`src/rtl/crc_frame_appender.sv`:
```
// rtl/crc_frame_appender.sv - byte stream feeder for the CRC-8 engine that appends the frame CRC
module crc_frame_appender #(
   parameter int                   DATA_WIDTH = 8,
   parameter int                   CRC_WIDTH  = 8,
   parameter logic [CRC_WIDTH-1:0] CRC_SEED   = '0,
   parameter int                   TIMEOUT    = 16
) (
   input  logic                  clk,
   input  logic                  rst_n,
   input  logic                  in_valid,
   output logic                  in_ready,
   input  logic [DATA_WIDTH-1:0] in_data,
   input  logic                  in_last,
   output logic                  crc_en,
   output logic [CRC_WIDTH-1:0]  crc_initial,
   output logic [DATA_WIDTH-1:0] data_in_parallel,
   input  logic [CRC_WIDTH-1:0]  data_out,
   input  logic                  dout_vld,
   output logic                  out_valid,
   input  logic                  out_ready,
   output logic [DATA_WIDTH-1:0] out_data,
   output logic                  out_last,
   output logic                  timeout_err,
   output logic [15:0]           frame_cnt
);

   localparam int                 CNT_W    = $clog2(TIMEOUT + 1);
   localparam logic [CNT_W-1:0]   TMO_LAST = CNT_W'(TIMEOUT - 1);

   typedef enum logic [2:0] {
      S_IDLE,
      S_KICK,
      S_WAIT,
      S_SEND,
      S_APPEND,
      S_DRAIN
   } state_t;

   state_t                  state_q;
   logic                    in_ready_q;
   logic                    crc_en_q;
   logic [CRC_WIDTH-1:0]    crc_initial_q;
   logic [DATA_WIDTH-1:0]   data_in_q;
   logic                    out_valid_q;
   logic [DATA_WIDTH-1:0]   out_data_q;
   logic                    out_last_q;
   logic                    timeout_err_q;
   logic [15:0]             frame_cnt_q;
   logic [15:0]             frame_cnt_d;
   logic [CNT_W-1:0]        wait_cnt_q;
   logic [CNT_W-1:0]        wait_cnt_d;
   logic [CRC_WIDTH-1:0]    crc_q;
   logic [DATA_WIDTH-1:0]   byte_q;
   logic                    last_q;
   logic [DATA_WIDTH-1:0]   crc_word;

   // Next-state helpers: counter increments and the CRC zero-extended to a stream word
   always_comb begin
      wait_cnt_d                  = wait_cnt_q + CNT_W'(1);
      frame_cnt_d                 = frame_cnt_q + 16'd1;
      crc_word                    = '0;
      crc_word[CRC_WIDTH-1:0]     = crc_q;
   end

   // Frame FSM: one byte in flight, engine handshake, forward byte, append CRC on the last byte
   always_ff @(posedge clk or negedge rst_n) begin
      if (!rst_n) begin
         state_q       <= S_IDLE;
         in_ready_q    <= 1'b0;
         crc_en_q      <= 1'b0;
         crc_initial_q <= CRC_SEED;
         data_in_q     <= '0;
         out_valid_q   <= 1'b0;
         out_data_q    <= '0;
         out_last_q    <= 1'b0;
         timeout_err_q <= 1'b0;
         frame_cnt_q   <= '0;
         wait_cnt_q    <= '0;
         crc_q         <= CRC_SEED;
         byte_q        <= '0;
         last_q        <= 1'b0;
      end else begin
         crc_en_q <= 1'b0;
         case (state_q)
            S_IDLE: begin
               in_ready_q <= 1'b1;
               if (in_valid && in_ready_q) begin
                  byte_q        <= in_data;
                  last_q        <= in_last;
                  in_ready_q    <= 1'b0;
                  // Engine operands are loaded here and held until the result returns
                  crc_en_q      <= 1'b1;
                  data_in_q     <= in_data;
                  crc_initial_q <= crc_q;
                  state_q       <= S_KICK;
               end
            end
            S_KICK: begin
               // A result strobe coincident with crc_en cannot belong to this byte
               wait_cnt_q <= '0;
               state_q    <= S_WAIT;
            end
            S_WAIT: begin
               if (dout_vld) begin
                  crc_q       <= data_out;
                  out_valid_q <= 1'b1;
                  out_data_q  <= byte_q;
                  out_last_q  <= 1'b0;
                  state_q     <= S_SEND;
               end else if (wait_cnt_q == TMO_LAST) begin
                  // Engine is stuck: abandon the frame, downstream sees it truncated
                  timeout_err_q <= 1'b1;
                  crc_q         <= CRC_SEED;
                  in_ready_q    <= 1'b1;
                  state_q       <= last_q ? S_IDLE : S_DRAIN;
               end else begin
                  wait_cnt_q <= wait_cnt_d;
               end
            end
            S_SEND: begin
               if (out_ready) begin
                  if (last_q) begin
                     out_data_q <= crc_word;
                     out_last_q <= 1'b1;
                     state_q    <= S_APPEND;
                  end else begin
                     out_valid_q <= 1'b0;
                     in_ready_q  <= 1'b1;
                     state_q     <= S_IDLE;
                  end
               end
            end
            S_APPEND: begin
               if (out_ready) begin
                  out_valid_q <= 1'b0;
                  out_last_q  <= 1'b0;
                  crc_q       <= CRC_SEED;
                  frame_cnt_q <= frame_cnt_d;
                  in_ready_q  <= 1'b1;
                  state_q     <= S_IDLE;
               end
            end
            S_DRAIN: begin
               // Swallow the rest of the abandoned frame up to its last byte
               in_ready_q <= 1'b1;
               if (in_valid && in_ready_q && in_last) begin
                  state_q <= S_IDLE;
               end
            end
            default: begin
               state_q <= S_IDLE;
            end
         endcase
      end
   end

   assign in_ready         = in_ready_q;
   assign crc_en           = crc_en_q;
   assign crc_initial      = crc_initial_q;
   assign data_in_parallel = data_in_q;
   assign out_valid        = out_valid_q;
   assign out_data         = out_data_q;
   assign out_last         = out_last_q;
   assign timeout_err      = timeout_err_q;
   assign frame_cnt        = frame_cnt_q;

endmodule
```
`config.mk`:
```
export PLATFORM = sky130hd
export DESIGN_NAME = crc_frame_appender
export DESIGN_NICKNAME = d
export VERILOG_FILES = /design/src/rtl/crc_frame_appender.sv
export SDC_FILE = /design/constraint.sdc
export NUM_CORES = 1
export LEC_CHECK = 0
export ABC_AREA = 1
export CORE_MARGIN = 4
export CORE_UTILIZATION = 50
export DETAILED_ROUTE_END_ITERATION = 16
export PLACE_DENSITY = 0.9
export SYNTH_ARGS = -nofsm -noshare
export SYNTH_HDL_FRONTEND = slang
export SYNTH_SLANG_ARGS = --single-unit
```
`constraint.sdc`:
```
create_clock -name clk -period 3.4 [get_ports clk]
set_input_delay 0.85 -clock clk [delete_from_list [all_inputs] [get_ports clk]]
set_output_delay 0.85 -clock clk [all_outputs]
set_load 0.02 [all_outputs]
```
* Yosys cells after proc, flatten, opt, wreduce, memory -nomap -nowiden *
Cells that the tools add are included.

word-level totals
  flip-flop bits (word level) = 62
  input bits = 22
  output and inout bits = 45

cells by class
  add/sub/neg operators = 2
  equal/unequal tests = 17
  multiplexer cells = 38
  bitwise gates (word level) = 1
  reduce and logical (&&, ||, !) cells = 18

operators by type and width
  cell                   count
  $mux 8                 6
  $pmux 8 s2             2
  $mux 3                 8
  $ne 2x2->1 const B     10
  $pmux 3 s6             1
  $add 16x1->16 const B  1
  $mux 1                 15
  $reduce_and 5->1       3
  $mux 5                 2
  $pmux 5 s2             1
  $reduce_and 3->1       3
  $eq 3x2->1 const B     2
  $eq 3x3->1 const B     2
  $pmux 1 s3             2
  $reduce_and 6->1       1
  $reduce_bool 2->1      3
  $add 5x1->5 const B    1
  $eq 5x4->1 const B     1
  $pmux 1 s5             1
  $reduce_bool 5->1      1
  $reduce_and 2->1       2
  $reduce_and 4->1       1
  $eq 3x1->1 const B     1
  $logic_not 3->1        1
  4 further kinds        5

* Depth between registers and ports, before layout *
Gate-level depths: netlist of run 1.

  word-level depth = 4
  depth in mapped cells = 12
  gate-level depth less buffers = 11

* Least setup slack after synthesis of run 1 *
No wires, ideal clock.

  kind = reg2reg
  start = register wait_cnt_q[0]
  end = register crc_q[5]
  data arrival time = 1584 ps
  data required time = 3324 ps
  path slack = 1740 ps
  cell stages (with the launch flop) = 13
  period minus slack after synthesis = 1660 ps
  cells stage by stage = dfrtp_1 -> ha_1 -> nand2_1 -> nor2_1 -> ha_1 -> inv_1 -> nand2_1 -> nor2_4 -> inv_2 -> nand3_2 -> buf_6 -> nand2_1 -> o21ai_1

between the ends
  longest elaborated chain between the ends = 3

ends and longest elaborated chain
  item                        line  text
  start: declaration          50    logic [CNT_W-1:0] wait_cnt_q;
  start signal: assignment    117   wait_cnt_q <= wait_cnt_d;
  $eq 5x4->1                  110   end else if (wait_cnt_q == TMO_LAST) begin
  $ne 3x3->1 (no line)        n/a
  $reduce_and 3->1 (no line)  n/a
  end signal: assignment      105   crc_q <= data_out;
  end: declaration            52    logic [CRC_WIDTH-1:0] crc_q;

No other way between the ends.
A chain may end at the register's enable or synchronous reset.

* Final worst setup path of run 1 *
  start = register frame_cnt_q[8], in the netlist frame_cnt[8]
  end = output frame_cnt[8]

RTL lines
  item                      line  text
  start: declaration        48    logic [15:0] frame_cnt_q;
  start signal: assignment  138   frame_cnt_q <= frame_cnt_d;
  end: declaration          24    output logic [15:0] frame_cnt

No word-level cell between the ends.

==> flow_summary.ini, run 1 <==
[detailed_routing]
wl_per_cell_um = 13.97
via_per_inst = 5.238
routed_wl_mm = 7.153
drc = 0
drt_pass1_iterations = 4
ant_nets = 0
vias = 2682
drtIter0Drc = 187

[logic_synthesis]
synth_top_area_cell = dfrtp_1
synth_area_um2 = 2984
yosysMostFrequentCell = nand2_1
synthAdderAreaFrac_pct = 1.258
async_flop_share_pct = 100.0
ys_top_cells_by_area = dfrtp_1 52%, nand2_1 18%, inv_1 4.0%
synth_edf_count = 0
synth-simple-area-share_pct = 29.85
synth_cells = 364
synth_compound_area_share_pct = 7.170
synthFlopType = dfrtp_1
synth_top_family_by_area = simple AND/OR/NAND/NOR gates
synthMuxAreaShare_pct = 0
synthXorXnorAreaFrac_pct = 3.229
ys_ff_latch = 62
seq_area_frac_synth_pct = 51.99
syn_avg_cell_area_um2 = 8.198
yosysUniqueCellTypes = 29
yosysWarnings = 0
yosys.area.top_type_share_pct = 51.99
synthTopCellsByCount = 142 x nand2_1, 62 x dfrtp_1, 32 x inv_1
synth_nets = 389

[worst_hold_path]
worstHoldStart = crc_q[0]$_DFFE_PN0P_
whs_path_depth = 2
hp-class = reg -> reg
min_to = crc_q[0]$_DFFE_PN0P_

[clock_network]
cts_tree = built
clkSinkCount = 62
clockBufferDepth = 2
clkTransAtPathRegs_ps = 70
clock_latency_ps = 350
cts_resized = 0
postCtsSetupRepairBufs = 0
holdBufCountCts = 0
ctsRootBufferMaster = clkbuf_8
h-tree-depth = 3
numCtsBuffers = 9

[sta]
finalCritPeriodShare_pct = 67.34
period_needed_ps = 2290
finClkSkew_ps = 9.687
slew_viol_final = 0
relSlewSlack_pct = 49.30
tightestPinTransition_ps = 760.6
rsz0062_at_grt = no
clock.fmax_ghz = 0.4367
hold_viol = 0
tns_ps = 0
fin_hold_ws_ps = 497.1
finalSetupViolCount = 0

[global_routing]
grt_util_all_layers_pct = 21.10
overflow = 0
grt_pass1_vias = 2733
grt_pass1_wl_mm = 12.17
grt_max_degree = 63
grt_antenna_before_repair = 0

[setup_path]
r2r_cells = 11
slowest_stage = clkdlybuf4s50_1
required_ps = 2550
cp_cell_sequence = clkdlybuf4s50_1
r2r-start = wait_cnt_q[0]$_DFFE_PN0P_
cp_num_buf_inv = 1
reg2reg_slack_ps = 1500
max_stage_delay_ps = 640
cp-start-kind = flop
reg2reg_to = crc_q[2]$_DFFE_PN0P_
path_class = reg -> out
cp.arrival_ps = 1440
path_delay_family = buffers and inverters
crit_fanout = 5
endpoint_kind = output port

[finish]
drive_gt1_share_pct = 8.636
syn2layout_area_growth_pct = 31.95
fin_nets = 460
fillers = 425
diodes = 0

[floorplan]
die_y_um = 85.26
fp-row-count = 27
initial_core_util_pct = 52.89
ioPinCount = 67
die_w_um = 85.26
coreArea_um2 = 5642
die_area_um2 = 7268

[pwr]
power.density_nw_per_um2 = 898.4
leakagePower_nw = 1.880
irDropWorstVdd_mv = 0.5435

[placed_design]
place.gp.congestion = 0.8423
dpl.hpwl_mm = 5.182
port_buffers = 66

[outcome]
status = complete, no violations

[flow_run]
cap_violations = 0
## worst max-delay path by stage
stage	start	to	cells past startpoint
6_report	frame_cnt[8]$_DFFE_PN0P_	frame_cnt[8]	1
5_1_grt	frame_cnt[4]$_DFFE_PN0P_	frame_cnt[4]	1
3_5_place_dp	dout_vld	crc_q[2]$_DFFE_PN0P_	8
4_1_cts	frame_cnt[4]$_DFFE_PN0P_	frame_cnt[4]	1
3_3_place_gp	dout_vld	crc_q[4]$_DFFE_PN0P_	8
2_1_floorplan	wait_cnt_q[0]$_DFFE_PN0P_	crc_q[5]$_DFFE_PN0P_	12
## stage by stage
stage	total power [mW]	area, µm²	setup WS (ps)	std cells	util, %
final	3.538	3938	1110	512	69.79
after global routing	3.772	3938	1049	512	69.79
after detailed placement	2.731	3690	1094	496	65.40
after global placement	2.672	3690	1138	496	65.40
after CTS	3.544	3938	1106	512	69.79
after floorplan	2.177	2984	1740	364	-
## placed cells by master (no fill, tap or decap), types with 3 or more instances in the layout
cell and n:
nand2_1 142, clkdlybuf4s50_1 65, dfrtp_1 62, inv_1 32, nor2_1 18, o21ai_1 18
nand3_1 16, o21ai_0 15, clkbuf_8 10, nand4_1 8, xor2_1 6, xnor2_1 5
inv_2 5, nor2_2 4, nor3_1 4, nand3_2 3, nand2_2 3, ha_1 3
bufinv_16 3
## per-layer routing
| metal | share of wire [%] | track usage [%] | up-vias |
|---|---|---|---|
| met2 | 50 | 34.75 | 110 |
| li1 | - | - | 1302 |
| met4 | 2.7 | 9.640 | 0 |
| met5 | 0 | 0 | - |
| met3 | 6.6 | 6.117 | 19 |
| met1 | 41 | 25.53 | 1251 |
## power by group
part           switching (mW)  internal, mW  total [mW]
clock network           0.295         0.508       0.803
registers               0.231         0.992        1.22
logic                   0.918         0.594        1.51
## layout make-up
type                       count  area [µm²]  area share, %
tap                           72       90.09          2.288
clock inverter                 5       106.4          2.701
clock buffer                  11       141.4          3.591
timing repair buffer          68       670.6          17.03
sequential                    62        1551          39.40
inverter                      37       138.9          3.527
multi-input combinational    257        1239          31.46
## cells by family (layout without fill, tap and decap cells)
family / after synthesis / after routing
flops: 62 / 62
compound gates: 39 / 39
xor+xnor: 11 / 11
fa+ha+maj: 3 / 3
simple gates: 204 / 204
buf+inv: 45 / 121
## sequential cells by signal (all words and copies together) (netlist names)
signal and cells:
crc_q 8, in_ready 1, out_last 1, wait_cnt_q 5
crc_initial 8, out_data 8, frame_cnt 16, last_q 1
timeout_err 1, state_q 3, out_valid 1, byte_q 8
crc_en 1
Note: power is estimated with default switching activity, not from simulation.
==> run 2, diff against run 1 <==
- CORE_UTILIZATION: 50 -> 45
- PLACE_DENSITY: 0.9 -> 0.86
- clock period: 3.4 -> 1.97 ns (I/O delays scaled with it)
==> run 2 against run 1 <==
Against the previous run: power up 66%; largest cell class unchanged; combinational power up 75%; routed wire length down 0.80%; cell count up 1.8%; clock skew up 1.4 ps; critical endpoint unchanged; largest power group unchanged.
==> flow_summary.ini, run 2 (synthesis gave the netlist of run 1 again) <==
[setup_path]
path_class = reg -> out
cp.arrival_ps = 1410
endpoint_kind = output port
cp_cell_sequence = clkdlybuf4s50_1
r2r_cells = 11
max_stage_delay_ps = 640
required_ps = 1480
crit_fanout = 5
cp_num_buf_inv = 1
path_delay_family = buffers and inverters
cp-start-kind = flop
cp.depth = 1
slowest_stage = clkdlybuf4s50_1

[detailed_routing]
routed_wl_mm = 7.096
via_per_inst = 5.067
vias = 2640
drc = 0
ant_nets = 0
drtIter0Drc = 166
drt_pass1_iterations = 4
wl_per_cell_um = 13.62

[clock_network]
cts_tree = built
ctsRootBufferMaster = clkbuf_8
clkSinkCount = 62
clockBufferDepth = 2
clock_latency_ps = 330
clkTransAtPathRegs_ps = 70
holdBufCountCts = 0
h-tree-depth = 3
numCtsBuffers = 9

[sta]
rsz0062_at_grt = no
finalCritPeriodShare_pct = 96.67
finalSetupViolCount = 0
relSlewSlack_pct = 70.49
clock.fmax_ghz = 0.5251
period_needed_ps = 1904
hold_viol = 0
tightestPinTransition_ps = 442.6
tns_ps = 0
slew_viol_final = 0
finClkSkew_ps = 11.12

[finish]
finalNonFillerCells = 521
fin_nets = 464
final_common_cell = nand2_1
syn2layout_area_growth_pct = 32.33
drive_gt1_share_pct = 9.459
diodes = 0
largest_reg_flops = 16
final_cell_area_um2 = 3949
final_cell_mix = 142 x nand2_1, 64 x clkdlybuf4s50_1, 62 x dfrtp_1, 32 x inv_1

[floorplan]
die_y_um = 89.44
initial_core_util_pct = 46.73
die_area_um2 = 7999
ioPinCount = 67
die_w_um = 89.44
fp-row-count = 29
coreArea_um2 = 6386

[global_routing]
grt_pass1_vias = 2561
overflow = 0
grt_pass1_wl_mm = 11.48
grt_util_all_layers_pct = 18.95
grt_max_degree = 45
grt_antenna_before_repair = 0

[placed_design]
place_inst = 505
place.gp.congestion = 0.8776
place_area_um2 = 3739
port_buffers = 66
dpl.hpwl_mm = 5.315

[pwr]
power.internal_mw = 3.388
p_comb_share_pct = 45.1
leakagePower_nw = 1.898
irDropWorstVdd_mv = 0.7170
power.density_nw_per_um2 = 1488
clock_power_share_pct = 19.1
seqPwrFrac_pct = 35.7
switching_share_pct = 42.33
power.total_mw = 5.874
switchingPower_mw = 2.487

[worst_hold_path]
hp-class = in -> async

[flow_run]
cap_violations = 0

[outcome]
status = complete, no violations
==> run 2: cell types whose count changed in the layout (fill, tap and decap cells not counted), sizes merged <==
cell,change
buf,+4
bufinv,-2
clkdlybuf4s50,-1
clkinv,+1
clkinvlp,+1
dlymetal6s2s,+1
==> run 2: cell type report <==
| type | instances | area (µm²) |
|---|---|---|
| Inverter | 37 | 138.9 |
| Fill cell | 535 | 2437 |
| Clock buffer | 11 | 141.4 |
| Tap cell | 77 | 96.34 |
| Multi-Input combinational cell | 257 | 1246 |
| Timing Repair Buffer | 72 | 715.7 |
| Clock inverter | 5 | 58.81 |
| Sequential cell | 62 | 1551 |
==> run 2: per-layer routing <==
| layer | vias up | GRT usage, % | wire length (µm) |
|---|---|---|---|
| met4 | 0 | 8.390 | 136 |
| met2 | 85 | 31.01 | 3528 |
| met1 | 1238 | 23.81 | 2894 |
| met3 | 11 | 4.608 | 536 |
| met5 | - | 0 | 0 |
| li1 | 1306 | - | - |
==> run 2: what timing repair did <==
item                       CTS  global route
gates resized for setup      0             2
buffers inserted             0             0
setup endpoints to repair    0             9
==> run 2: power by group through the flow <==
stage / registers [mW] / logic, mW / clock network (mW)
6_report: 2.10 / 2.65 / 1.12
5_1_grt: 2.15 / 2.96 / 1.21
4_1_cts: 2.09 / 2.65 / 1.14
3_5_place_dp: 2.11 / 2.63 / 0
3_3_place_gp: 2.10 / 2.54 / 0
2_1_floorplan: 2.33 / 1.42 / 0
==> run 2: per-stage QoR <==
step	util, %	hold slack, ps	setup WS, ps
after floorplan	-	196.9	310.0
after global placement	58.54	451.9	96.40
after detailed placement	58.54	460.5	51.19
after CTS	61.68	94.78	47.00
after global routing	61.83	114.1	1.609
final	61.83	93.76	65.62
==> run 2: path summary, 6_finish.rpt <==
kind,slack [ps],start,endpoint
hold reg to reg,480,timeout_err$_DFFE_PN0P_,timeout_err$_DFFE_PN0P_
min in group clk,480,timeout_err$_DFFE_PN0P_,timeout_err$_DFFE_PN0P_
max in group asynchronous,1290,rst_n,out_last$_DFFE_PN0P_
setup reg to reg,170,wait_cnt_q[0]$_DFFE_PN0P_,crc_q[0]$_DFFE_PN0P_
hold / removal,90,rst_n,frame_cnt[6]$_DFFE_PN0P_
setup / recovery,70,frame_cnt[8]$_DFFE_PN0P_,frame_cnt[8]
